--- config.mk ---
export PLATFORM = sky130hd
export DESIGN_NAME = multicycle_controller
export DESIGN_NICKNAME = d
export VERILOG_FILES = /design/src/rtl/mips_ctrl_pkg.sv /design/src/rtl/multicycle_controller_alu_decoder.sv /design/src/rtl/multicycle_controller.sv
export SDC_FILE = /design/constraint.sdc
export NUM_CORES = 1
export LEC_CHECK = 0
export BUFFER_PORTS_ARGS = -buffer_cell sky130_fd_sc_hd__buf_2
export CORE_UTILIZATION = 55
export DETAILED_ROUTE_END_ITERATION = 16
export GPL_ROUTABILITY_DRIVEN = 0
export PLACE_DENSITY = 0.93
export SYNTH_ARGS = -nofsm -noshare
export SYNTH_HDL_FRONTEND = slang
export SYNTH_HIERARCHICAL = 1
export SYNTH_SLANG_ARGS = --single-unit
export TNS_END_PERCENT = 50
--- constraint.sdc ---
create_clock -name clk -period 3.7 [get_ports clk]
set_clock_uncertainty 0.2 [all_clocks]
set_input_delay 0.555 -clock clk [delete_from_list [all_inputs] [get_ports clk]]
set_output_delay 0.555 -clock clk [all_outputs]
set_load 0.1 [all_outputs]
--- src/rtl/mips_ctrl_pkg.sv ---
// Shared encodings for the multicycle MIPS control path: FSM states, opcode and
// funct fields, ALU control codes and the main-FSM-to-ALU-decoder operation selects.
package mips_ctrl_pkg;

  typedef enum logic [3:0] {
    S_FETCH    = 4'd0,
    S_DECODE   = 4'd1,
    S_MEMADR   = 4'd2,
    S_MEMRD    = 4'd3,
    S_MEMWB    = 4'd4,
    S_MEMWR    = 4'd5,
    S_EXECUTE  = 4'd6,
    S_ALUWB    = 4'd7,
    S_BRANCH   = 4'd8,
    S_ADDIEXEC = 4'd9,
    S_ADDIWB   = 4'd10,
    S_JUMP     = 4'd11
  } state_t;

  localparam logic [5:0] OP_RTYPE = 6'b000000;
  localparam logic [5:0] OP_LW    = 6'b100011;
  localparam logic [5:0] OP_SW    = 6'b101011;
  localparam logic [5:0] OP_BEQ   = 6'b000100;
  localparam logic [5:0] OP_ADDI  = 6'b001000;
  localparam logic [5:0] OP_J     = 6'b000010;

  localparam logic [5:0] FN_ADD = 6'b100000;
  localparam logic [5:0] FN_SUB = 6'b100010;
  localparam logic [5:0] FN_AND = 6'b100100;
  localparam logic [5:0] FN_OR  = 6'b100101;
  localparam logic [5:0] FN_SLT = 6'b101010;

  localparam logic [2:0] ALU_ADD = 3'b010;
  localparam logic [2:0] ALU_SUB = 3'b110;
  localparam logic [2:0] ALU_AND = 3'b000;
  localparam logic [2:0] ALU_OR  = 3'b001;
  localparam logic [2:0] ALU_SLT = 3'b111;

  localparam logic [1:0] ALUOP_ADD   = 2'b00;
  localparam logic [1:0] ALUOP_SUB   = 2'b01;
  localparam logic [1:0] ALUOP_FUNCT = 2'b10;

  function automatic logic funct_supported(input logic [5:0] f);
    return (f == FN_ADD) || (f == FN_SUB) || (f == FN_AND) ||
           (f == FN_OR)  || (f == FN_SLT);
  endfunction

  // Final state of every supported instruction; leaving one for FETCH retires it.
  function automatic logic retires(input state_t s);
    return (s == S_MEMWB) || (s == S_MEMWR) || (s == S_ALUWB) ||
           (s == S_BRANCH) || (s == S_ADDIWB) || (s == S_JUMP);
  endfunction

endpackage

--- src/rtl/multicycle_controller_alu_decoder.sv ---
// ALU control decode: the main FSM picks add, sub or funct-driven operation and
// this block turns that plus the funct field into the 3-bit ALU code.
module alu_decoder
  import mips_ctrl_pkg::*;
(
  input  logic [1:0] aluOp,
  input  logic [5:0] funct,
  output logic [2:0] aluControl
);

  always_comb begin
    aluControl = ALU_ADD;
    case (aluOp)
      ALUOP_SUB: aluControl = ALU_SUB;
      ALUOP_FUNCT: begin
        case (funct)
          FN_ADD:  aluControl = ALU_ADD;
          FN_SUB:  aluControl = ALU_SUB;
          FN_AND:  aluControl = ALU_AND;
          FN_OR:   aluControl = ALU_OR;
          FN_SLT:  aluControl = ALU_SLT;
          default: aluControl = ALU_ADD;
        endcase
      end
      default: aluControl = ALU_ADD;
    endcase
  end

endmodule

--- src/rtl/multicycle_controller.sv ---
// Moore control FSM for the multicycle MIPS datapath (lw, sw, R-type, beq, addi, j)
// with a retired-instruction counter.
module multicycle_controller
  import mips_ctrl_pkg::*;
#(
  parameter int CNTW = 32
) (
  input  logic            clk,
  input  logic            reset,
  input  logic [5:0]      op,
  input  logic [5:0]      funct,
  input  logic            zero,
  input  logic            memReady,
  output logic            pcEn,
  output logic            irWrite,
  output logic            memWrite,
  output logic            regWrite,
  output logic            iord,
  output logic            aluSrcA,
  output logic [1:0]      aluSrcB,
  output logic            regDst,
  output logic            memtoReg,
  output logic [1:0]      pcSrc,
  output logic [2:0]      aluControl,
  output logic [3:0]      state,
  output logic [CNTW-1:0] instrCount
);

  state_t          state_q, state_d;
  logic [CNTW-1:0] cnt_q, cnt_d;
  logic            pc_write;
  logic            branch;
  logic [1:0]      alu_op;

  always_ff @(posedge clk or posedge reset) begin
    if (reset) begin
      state_q <= S_FETCH;
      cnt_q   <= '0;
    end else begin
      state_q <= state_d;
      cnt_q   <= cnt_d;
    end
  end

  always_comb begin
    state_d = S_FETCH;
    case (state_q)
      S_FETCH:    state_d = memReady ? S_DECODE : S_FETCH;
      S_DECODE: begin
        case (op)
          OP_LW, OP_SW: state_d = S_MEMADR;
          OP_RTYPE:     state_d = funct_supported(funct) ? S_EXECUTE : S_FETCH;
          OP_BEQ:       state_d = S_BRANCH;
          OP_ADDI:      state_d = S_ADDIEXEC;
          OP_J:         state_d = S_JUMP;
          default:      state_d = S_FETCH;
        endcase
      end
      S_MEMADR:   state_d = (op == OP_LW) ? S_MEMRD : S_MEMWR;
      S_MEMRD:    state_d = memReady ? S_MEMWB : S_MEMRD;
      S_MEMWB:    state_d = S_FETCH;
      S_MEMWR:    state_d = memReady ? S_FETCH : S_MEMWR;
      S_EXECUTE:  state_d = S_ALUWB;
      S_ALUWB:    state_d = S_FETCH;
      S_BRANCH:   state_d = S_FETCH;
      S_ADDIEXEC: state_d = S_ADDIWB;
      S_ADDIWB:   state_d = S_FETCH;
      S_JUMP:     state_d = S_FETCH;
      default:    state_d = S_FETCH;
    endcase
  end

  // Illegal-op aborts from DECODE and recovery from unused codes do not count.
  always_comb begin
    cnt_d = cnt_q;
    if (retires(state_q) && (state_d == S_FETCH)) begin
      cnt_d = cnt_q + CNTW'(1);
    end
  end

  always_comb begin
    pc_write = 1'b0;
    branch   = 1'b0;
    irWrite  = 1'b0;
    memWrite = 1'b0;
    regWrite = 1'b0;
    iord     = 1'b0;
    aluSrcA  = 1'b0;
    aluSrcB  = 2'b00;
    regDst   = 1'b0;
    memtoReg = 1'b0;
    pcSrc    = 2'b00;
    alu_op   = ALUOP_ADD;
    case (state_q)
      S_FETCH: begin
        aluSrcB  = 2'b01;
        irWrite  = memReady;
        pc_write = memReady;
      end
      S_DECODE: aluSrcB = 2'b11;
      S_MEMADR, S_ADDIEXEC: begin
        aluSrcA = 1'b1;
        aluSrcB = 2'b10;
      end
      S_MEMRD: iord = 1'b1;
      S_MEMWB: begin
        memtoReg = 1'b1;
        regWrite = 1'b1;
      end
      S_MEMWR: begin
        iord     = 1'b1;
        memWrite = 1'b1;
      end
      S_EXECUTE: begin
        aluSrcA = 1'b1;
        alu_op  = ALUOP_FUNCT;
      end
      S_ALUWB: begin
        regDst   = 1'b1;
        regWrite = 1'b1;
      end
      S_BRANCH: begin
        aluSrcA = 1'b1;
        alu_op  = ALUOP_SUB;
        pcSrc   = 2'b01;
        branch  = 1'b1;
      end
      S_ADDIWB: regWrite = 1'b1;
      S_JUMP: begin
        pcSrc    = 2'b10;
        pc_write = 1'b1;
      end
      default: ;
    endcase
  end

  alu_decoder u_alu_decoder (
    .aluOp      (alu_op),
    .funct      (funct),
    .aluControl (aluControl)
  );

  assign pcEn       = pc_write | (branch & zero);
  assign state      = state_q;
  assign instrCount = cnt_q;

endmodule

==> flow_summary.yaml, run 1 <==
route:
  wl_per_cell_um: 14.3
  drc: 0
  via_count: 1962
  ant_nets: 0
  first_iter_violations: 107
  drt-pass1-iter-count: 4
  via_per_inst: 5.67
  routed_wirelength_um: 4970
grt:
  grt_pass1_wl_um: 8410
  met1_usage_pct: 33.8
  grt_max_degree: 37
  use_met3_pct: 4.29
  use_met2_pct: 43.5
  grt_busiest_layer: "met2"
  antenna_found_initial: 0
  gr-usage-all-layers_pct: 26.6
  grt_pass1_vias: 1812
  grt-ovfl-total: 0
setup_path:
  r2r_cells: 6
  reg2reg_from: "state[1]$_DFF_PP0_"
  cp_data_required_time_ps: 2940
  end_kind: "output port"
  worstSetupPathType: "flop to output port"
  critPathArrivalTime_ps: 2680
  r2r_setup_slack_ps: 850
  reg2reg_to: "instrCount[22]$_DFFE_PP0P_"
  path_max_fanout: 14
  critPathLaunchType: "flop"
power_and_ir_drop:
  power_frac_clock_pct: 31.8
  p_leak_uw: 0.00112
  combPwrFrac_pct: 30.9
  power_density_nw_per_um2: 445
  netSwitchingPower_uw: 466
  ir_drop_uv: 320
  swShare_pct: 39.3
  seqPwrFrac_pct: 37.3
  finalPower_uw: 1180
  internal-power_uw: 719
yosys:
  synth.avg_cell_area_um2: 9.21
  syn_area_um2: 2100
  yosysUniqueCellTypes: 46
  ys_warn_count: 6
  syn_nets: 247
  yosysSeqAreaShare_pct: 42.9
  ys_async_sr_fraction_pct: 100
  synth-main-ff-cell: "dfrtp_1"
  syn-instance-count: 228
  synth_edf_count: 0
  ys_seq_elements: 36
layout:
  drive_above_1_share_pct: 29.9
  fin_cells: 346
  seq_area_um2: 902
  multi_input_area_um2: 1160
  nFillCells: 276
  area_growth_pct: 26.9
  nNetsFinal: 316
  num_antenna_cells: 0
place:
  dp_slack_ps: 396
  dp_hpwl_um: 3570
  io_buffers: 66
  place_inst: 338
timing:
  rsz0062_at_grt: "no"
  setup_viol: 0
  holdWs_ps: 156
  timing.final.crit_share_pct: 92.9
  period_minus_slack_ps: 3440
  fmaxAchievable_mhz: 291
  relSlewSlack_pct: 54.3
  fin_setup_tns_ps: 0
  fin_ws_ps: 264
  hold_viol: 0
  worst_pin_slew_ps: 668
  slew_violations: 0
cts:
  hold_buffers: 0
  cts_root_buf: "clkbuf_8"
  tritoncts: "built"
  clockBufferDepth: 2
  cts_buffers: 5
  cts_resized: 0
  cts_htree_levels: 2
  postCtsSetupBuffers: 0
  cts.clk_slew.worst_paths_ps: 80
  clock_latency_ps: 290
  numClockSinks: 36
floorplan:
  ios: 67
  row_count: 22
  die_h_um: 63.8
  dieArea_um2: 4070
  core_area_um2: 3660
  fp.dieW_um: 63.8
  start_util_pct: 57.3
hold_path:
  hp-class: "input pin to asynchronous set/reset pin"
job:
  cap_violations: 0
run_status:
  status: "finished, final reports clean"
## critical path, cell delays in order, from the launching register on
cell and delay (ps):
dfrtp_2 500, nand2b_1 160, nor3_1 350, inv_1 100, ha_1 380, nand4bb_1 360, o22ai_4 190, clkbuf_4 350
## layer usage
layer  share of wire, %  wire length [um]
met5                  0                 0
met4                3.3               163
met3                4.4               217
met2                 49              2460
met1                 43              2130
## metrics by stage
stage	utilization [%]	area (um2)
after floorplan	-	2150
after detailed placement	69.2	2530
after global placement	69.2	2530
after CTS	72.6	2660
after global routing	72.8	2670
final	72.8	2670
## layout make-up
class / count / share of cell area (%)
Sequential cell: 36 / 33.8
Clock buffer: 7 / 3.62
Inverter: 13 / 1.83
Timing Repair Buffer: 70 / 13.7
Tap cell: 48 / 2.25
Clock inverter: 1 / 1.13
Multi-Input combinational cell: 171 / 43.6
## state kept, by name, indices dropped and copies added, names as in the netlist
register,flops
instrCount,32
state,4
## placed cells by master, fill, tap and decap left out, drive strengths merged, types with 3 or more instances in the layout
cell type  synthesis  layout
nand2             19      19
ha                 3       3
xor2              19      19
nor2              22      22
nand3              8       8
clkbuf             3       9
dfrtp             36      36
nor2b              3       3
nor4               4       4
a21oi              5       5
or4                4       4
inv               13      13
nor3b              3       3
or3                5       5
nand4              6       6
buf                5      68
nand4bb            3       3
xnor2             14      14
o21ai              5       5
nand2b             5       5
nor3              18      18
## how the worst max path moves through the flow
stage | startpoint | to | depth (start not counted)
after floorplan | state[1]$_DFF_PP0_ | pcEn | 4
after global placement | state[3]$_DFF_PP0_ | aluControl[2] | 7
after detailed placement | state[3]$_DFF_PP0_ | aluControl[2] | 7
after CTS | state[3]$_DFF_PP0_ | aluControl[2] | 7
after global routing | state[3]$_DFF_PP0_ | aluControl[2] | 7
final | state[3]$_DFF_PP0_ | aluControl[2] | 7
## cells in the mapped netlist (2+ instances only)
master | n | area share, %
buf_2 | 3 | 0.71
a21oi_1 | 5 | 1.2
ha_1 | 3 | 1.8
xnor2_1 | 13 | 5.4
nor3b_1 | 3 | 1.1
or3_1 | 5 | 1.5
xor2_1 | 19 | 7.9
dfrtp_1 | 36 | 43
mux2i_1 | 2 | 0.95
o21ai_0 | 5 | 1.2
nand4bb_1 | 2 | 1.1
nor4_1 | 4 | 1.2
nand2b_1 | 5 | 1.5
nand3b_1 | 2 | 0.71
nand3_1 | 8 | 1.9
mux2_2 | 2 | 1.1
and3_1 | 2 | 0.60
nand2_1 | 19 | 3.4
nor3_1 | 18 | 4.3
nand4_1 | 6 | 1.8
clkbuf_1 | 3 | 0.54
inv_1 | 13 | 2.3
nor2_1 | 22 | 3.9
nor2b_1 | 3 | 0.89
or4_1 | 3 | 1.1
a21o_1 | 2 | 0.71
## power groups by stage
stage / clock network [uW] / registers (uW) / logic, uW
2_1_floorplan: 0 / 583 / 156
3_3_place_gp: 0 / 445 / 358
3_5_place_dp: 0 / 447 / 363
4_1_cts: 382 / 441 / 366
5_1_grt: 398 / 445 / 380
6_report: 376 / 442 / 366
## logic make-up (layout without fill, tap and decap cells)
logic type	count (synthesis)	after routing	share of synthesized area, %
DFF	36	36	42.9
AOI/OAI and AO/OA	24	24	7.57
muxes	4	4	2.03
xor gates and xnor gates	33	33	14.1
buffers and inverters	21	91	4.11
adders and majority gates	3	3	1.79
and+or+nand+nor	107	107	27.5
Power figures use the tool's default switching activity.
==> inputs of run 2 (changes only) <==
--- a/config.mk
+++ b/config.mk
@@ -6,12 +6,12 @@
 export NUM_CORES = 1
 export LEC_CHECK = 0
 export BUFFER_PORTS_ARGS = -buffer_cell sky130_fd_sc_hd__buf_2
+export CORE_MARGIN = 5
 export CORE_UTILIZATION = 55
 export DETAILED_ROUTE_END_ITERATION = 16
 export GPL_ROUTABILITY_DRIVEN = 0
 export PLACE_DENSITY = 0.93
 export SYNTH_ARGS = -nofsm -noshare
 export SYNTH_HDL_FRONTEND = slang
-export SYNTH_HIERARCHICAL = 1
 export SYNTH_SLANG_ARGS = --single-unit
 export TNS_END_PERCENT = 50
==> constraint.sdc (replaced) <==
create_clock -name clk -period 3.7 [get_ports clk]
set_clock_uncertainty 0.2 [all_clocks]
set_input_delay 0.555 -clock clk [delete_from_list [all_inputs] [get_ports clk]]
set_output_delay 0.555 -clock clk [all_outputs]
set_load 0.05 [all_outputs]
==> run 2 against run 1 <==
Sequential power is 3% higher. Critical endpoint is now aluControl[1]. Clock power is 23% lower. Non-clock buffer count is 3 lower. Core utilization is 2.8 points lower. Die area is 29% higher. Sequential share of layout area is 0.77 points higher. Critical path depth is 1 lower. Worst setup slack better by 400 ps. Via count is 2.7% lower. Worst hold slack worse by 3.6 ps.
==> flow_summary.yaml, run 2 <==
cts:
  clock_latency_ps: 290
  tritoncts: "built"
  postCtsSetupBuffers: 0
  hold_buffers: 0
  cts_buffers: 5
  numClockSinks: 36
  cts_root_buf: "clkbuf_8"
  cts_resized: 0
  clockBufferDepth: 2
  cts_htree_levels: 2
  cts.clk_slew.worst_paths_ps: 70
power_and_ir_drop:
  power_density_nw_per_um2: 387
  power_frac_clock_pct: 28.8
  seqPwrFrac_pct: 45.4
  p_leak_uw: 0.00129
  swShare_pct: 36.8
  ir_drop_uv: 208
  internal-power_uw: 636
  netSwitchingPower_uw: 370
  combPwrFrac_pct: 25.9
setup_path:
  cp_top_family: "simple AND/OR/NAND/NOR gates"
  path_cells: "nand2b_2 -> nor3_2 -> inv_1 -> ha_1 -> a211o_1 -> buf_2"
  max_stage_delay_ps: 560
  critPathArrivalTime_ps: 2280
  path_max_fanout: 18
  worstSetupPathType: "flop to output port"
  worst-path-buf-inv: 2
  critPathLaunchType: "flop"
  cp_data_required_time_ps: 2940
  slowest_stage: "dfrtp_1"
  end_kind: "output port"
route:
  ant_nets: 0
  first_iter_violations: 72
  drc: 0
  routed_wirelength_um: 4980
  wl_per_cell_um: 14.5
  via_count: 1910
  drt-pass1-iter-count: 4
  via_per_inst: 5.55
layout:
  fin_util_pct: 70.0
  layout_common_cells: "buf_2, dfrtp_1, nand2_1"
  nNetsFinal: 314
  area_growth_pct: 21.9
  largest_reg_flops: 32
  fin_area_um2: 2600
  num_antenna_cells: 0
  drive_above_1_share_pct: 31.8
  layout_commonest_cell: "buf_2"
floorplan:
  row_count: 22
  fp.dieW_um: 72.3
  ios: 67
  die_h_um: 72.3
  dieArea_um2: 5230
  core_area_um2: 3720
  start_util_pct: 57.5
run_status:
  status: "finished, final reports clean"
timing:
  fmaxAchievable_mhz: 329
  worst_pin_slew_ps: 521
  hold_viol: 0
  relSlewSlack_pct: 65.3
  slew_violations: 0
  rsz0062_at_grt: "no"
  period_minus_slack_ps: 3040
  timing.final.crit_share_pct: 82.0
  setup_viol: 0
  holdWs_ps: 153
  fin_setup_tns_ps: 0
grt:
  grt_pass1_wl_um: 8400
  gr-usage-all-layers_pct: 20.4
  grt_pass1_vias: 1880
  antenna_found_initial: 0
  grt-ovfl-total: 0
  grt_max_degree: 37
hold_path:
  hp-class: "input pin to asynchronous set/reset pin"
yosys:
  yosysTopAreaCellShare_pct: 42.2
  yosysSeqAreaShare_pct: 42.2
  ys_seq_elements: 36
  syn-instance-count: 228
  synth.avg_cell_area_um2: 9.37
  yosysUniqueCellTypes: 42
  syn_nets: 247
  ys_warn_count: 0
  ys_async_sr_fraction_pct: 100
  yosys-top-cells-count: "dfrtp_1, nand2_1, nor2_1"
  synth_area_leaders: "dfrtp_1, xor2_1, xnor2_1"
  synth-main-ff-cell: "dfrtp_1"
  yosysMostFrequentCell: "dfrtp_1"
  yosys.area.top_type: "dfrtp_1"
  syn_area_um2: 2140
  synth_edf_count: 0
job:
  cap_violations: 0
place:
  dp_hpwl_um: 3800
  io_buffers: 66
  place_area_um2: 2510
## run 2: cell count changes after synthesis, moves of 4 or more
cell	delta
nand2_1	+6
nand3_1	+6
inv_1	-5
nor2_1	-4
nor2b_1	+4
nor3_1	-4
## run 2: per-layer routing
layer  global-route usage [%]  up-vias  wire length (um)
met5                        0        -                 0
met4                     10.2        0               106
met3                     3.19        9               201
met2                     33.9       49              2510
met1                     25.8      922              2170
li1                         -      930                 -
## run 2: area by class of cell
cell class	count	area, um2
fillers	301	1110
multi-input cells	177	1180
repair buffers	67	338
inverters	8	30.0
well taps	48	60.1
flip-flops and latches	36	901
clock inverters	1	7.51
clock buffers	7	86.3
## run 2: stage by stage
stage               instances  total power [uW]  setup slack [ps]
finish                    344              1010               664
global route              344              1050               549
CTS                       344              1010               654
detailed placement        336               725               964
global placement          336               715              1010
floorplan                 228               655              91.0
## run 2: cells by family after synthesis
logic type / count (synthesis) / share of synthesized area, %
mux: 3 / 1.58
compound gates: 22 / 7.62
xor+xnor: 33 / 13.5
fa+ha+maj: 3 / 1.76
simple gates: 116 / 30.5
buf+inv: 15 / 2.81
flops: 36 / 42.2
## run 2: path summary, 6_finish.rpt
check / from / end / slack [ps] / cells after the start
min: reset / instrCount[11]$_DFFE_PP0P_ / 150 / 3
max reg2reg: state[1]$_DFF_PP0_ / instrCount[27]$_DFFE_PP0P_ / 1480 / 5
max in group asynchronous: reset / state[3]$_DFF_PP0_ / 2830 / 3
min in group clk: instrCount[31]$_DFFE_PP0P_ / instrCount[31]$_DFFE_PP0P_ / 280 / 1
min reg2reg: instrCount[31]$_DFFE_PP0P_ / instrCount[31]$_DFFE_PP0P_ / 280 / 1
max: state[2]$_DFF_PP0_ / aluControl[1] / 660 / 6
## run 2: worst register-to-register path: stages, from the launching register on
cell and delay [ps]:
dfrtp_1 570, nor2b_2 300, o21ai_4 260, nand3_2 250
nor4_1 400, xor2_1 180
## run 2: power groups by stage
stage	clock network, uW	registers [uW]	logic, uW
after floorplan	0	524	131
after detailed placement	0	464	262
after global placement	0	460	255
final	290	456	260
after CTS	293	456	262
after global routing	308	463	276
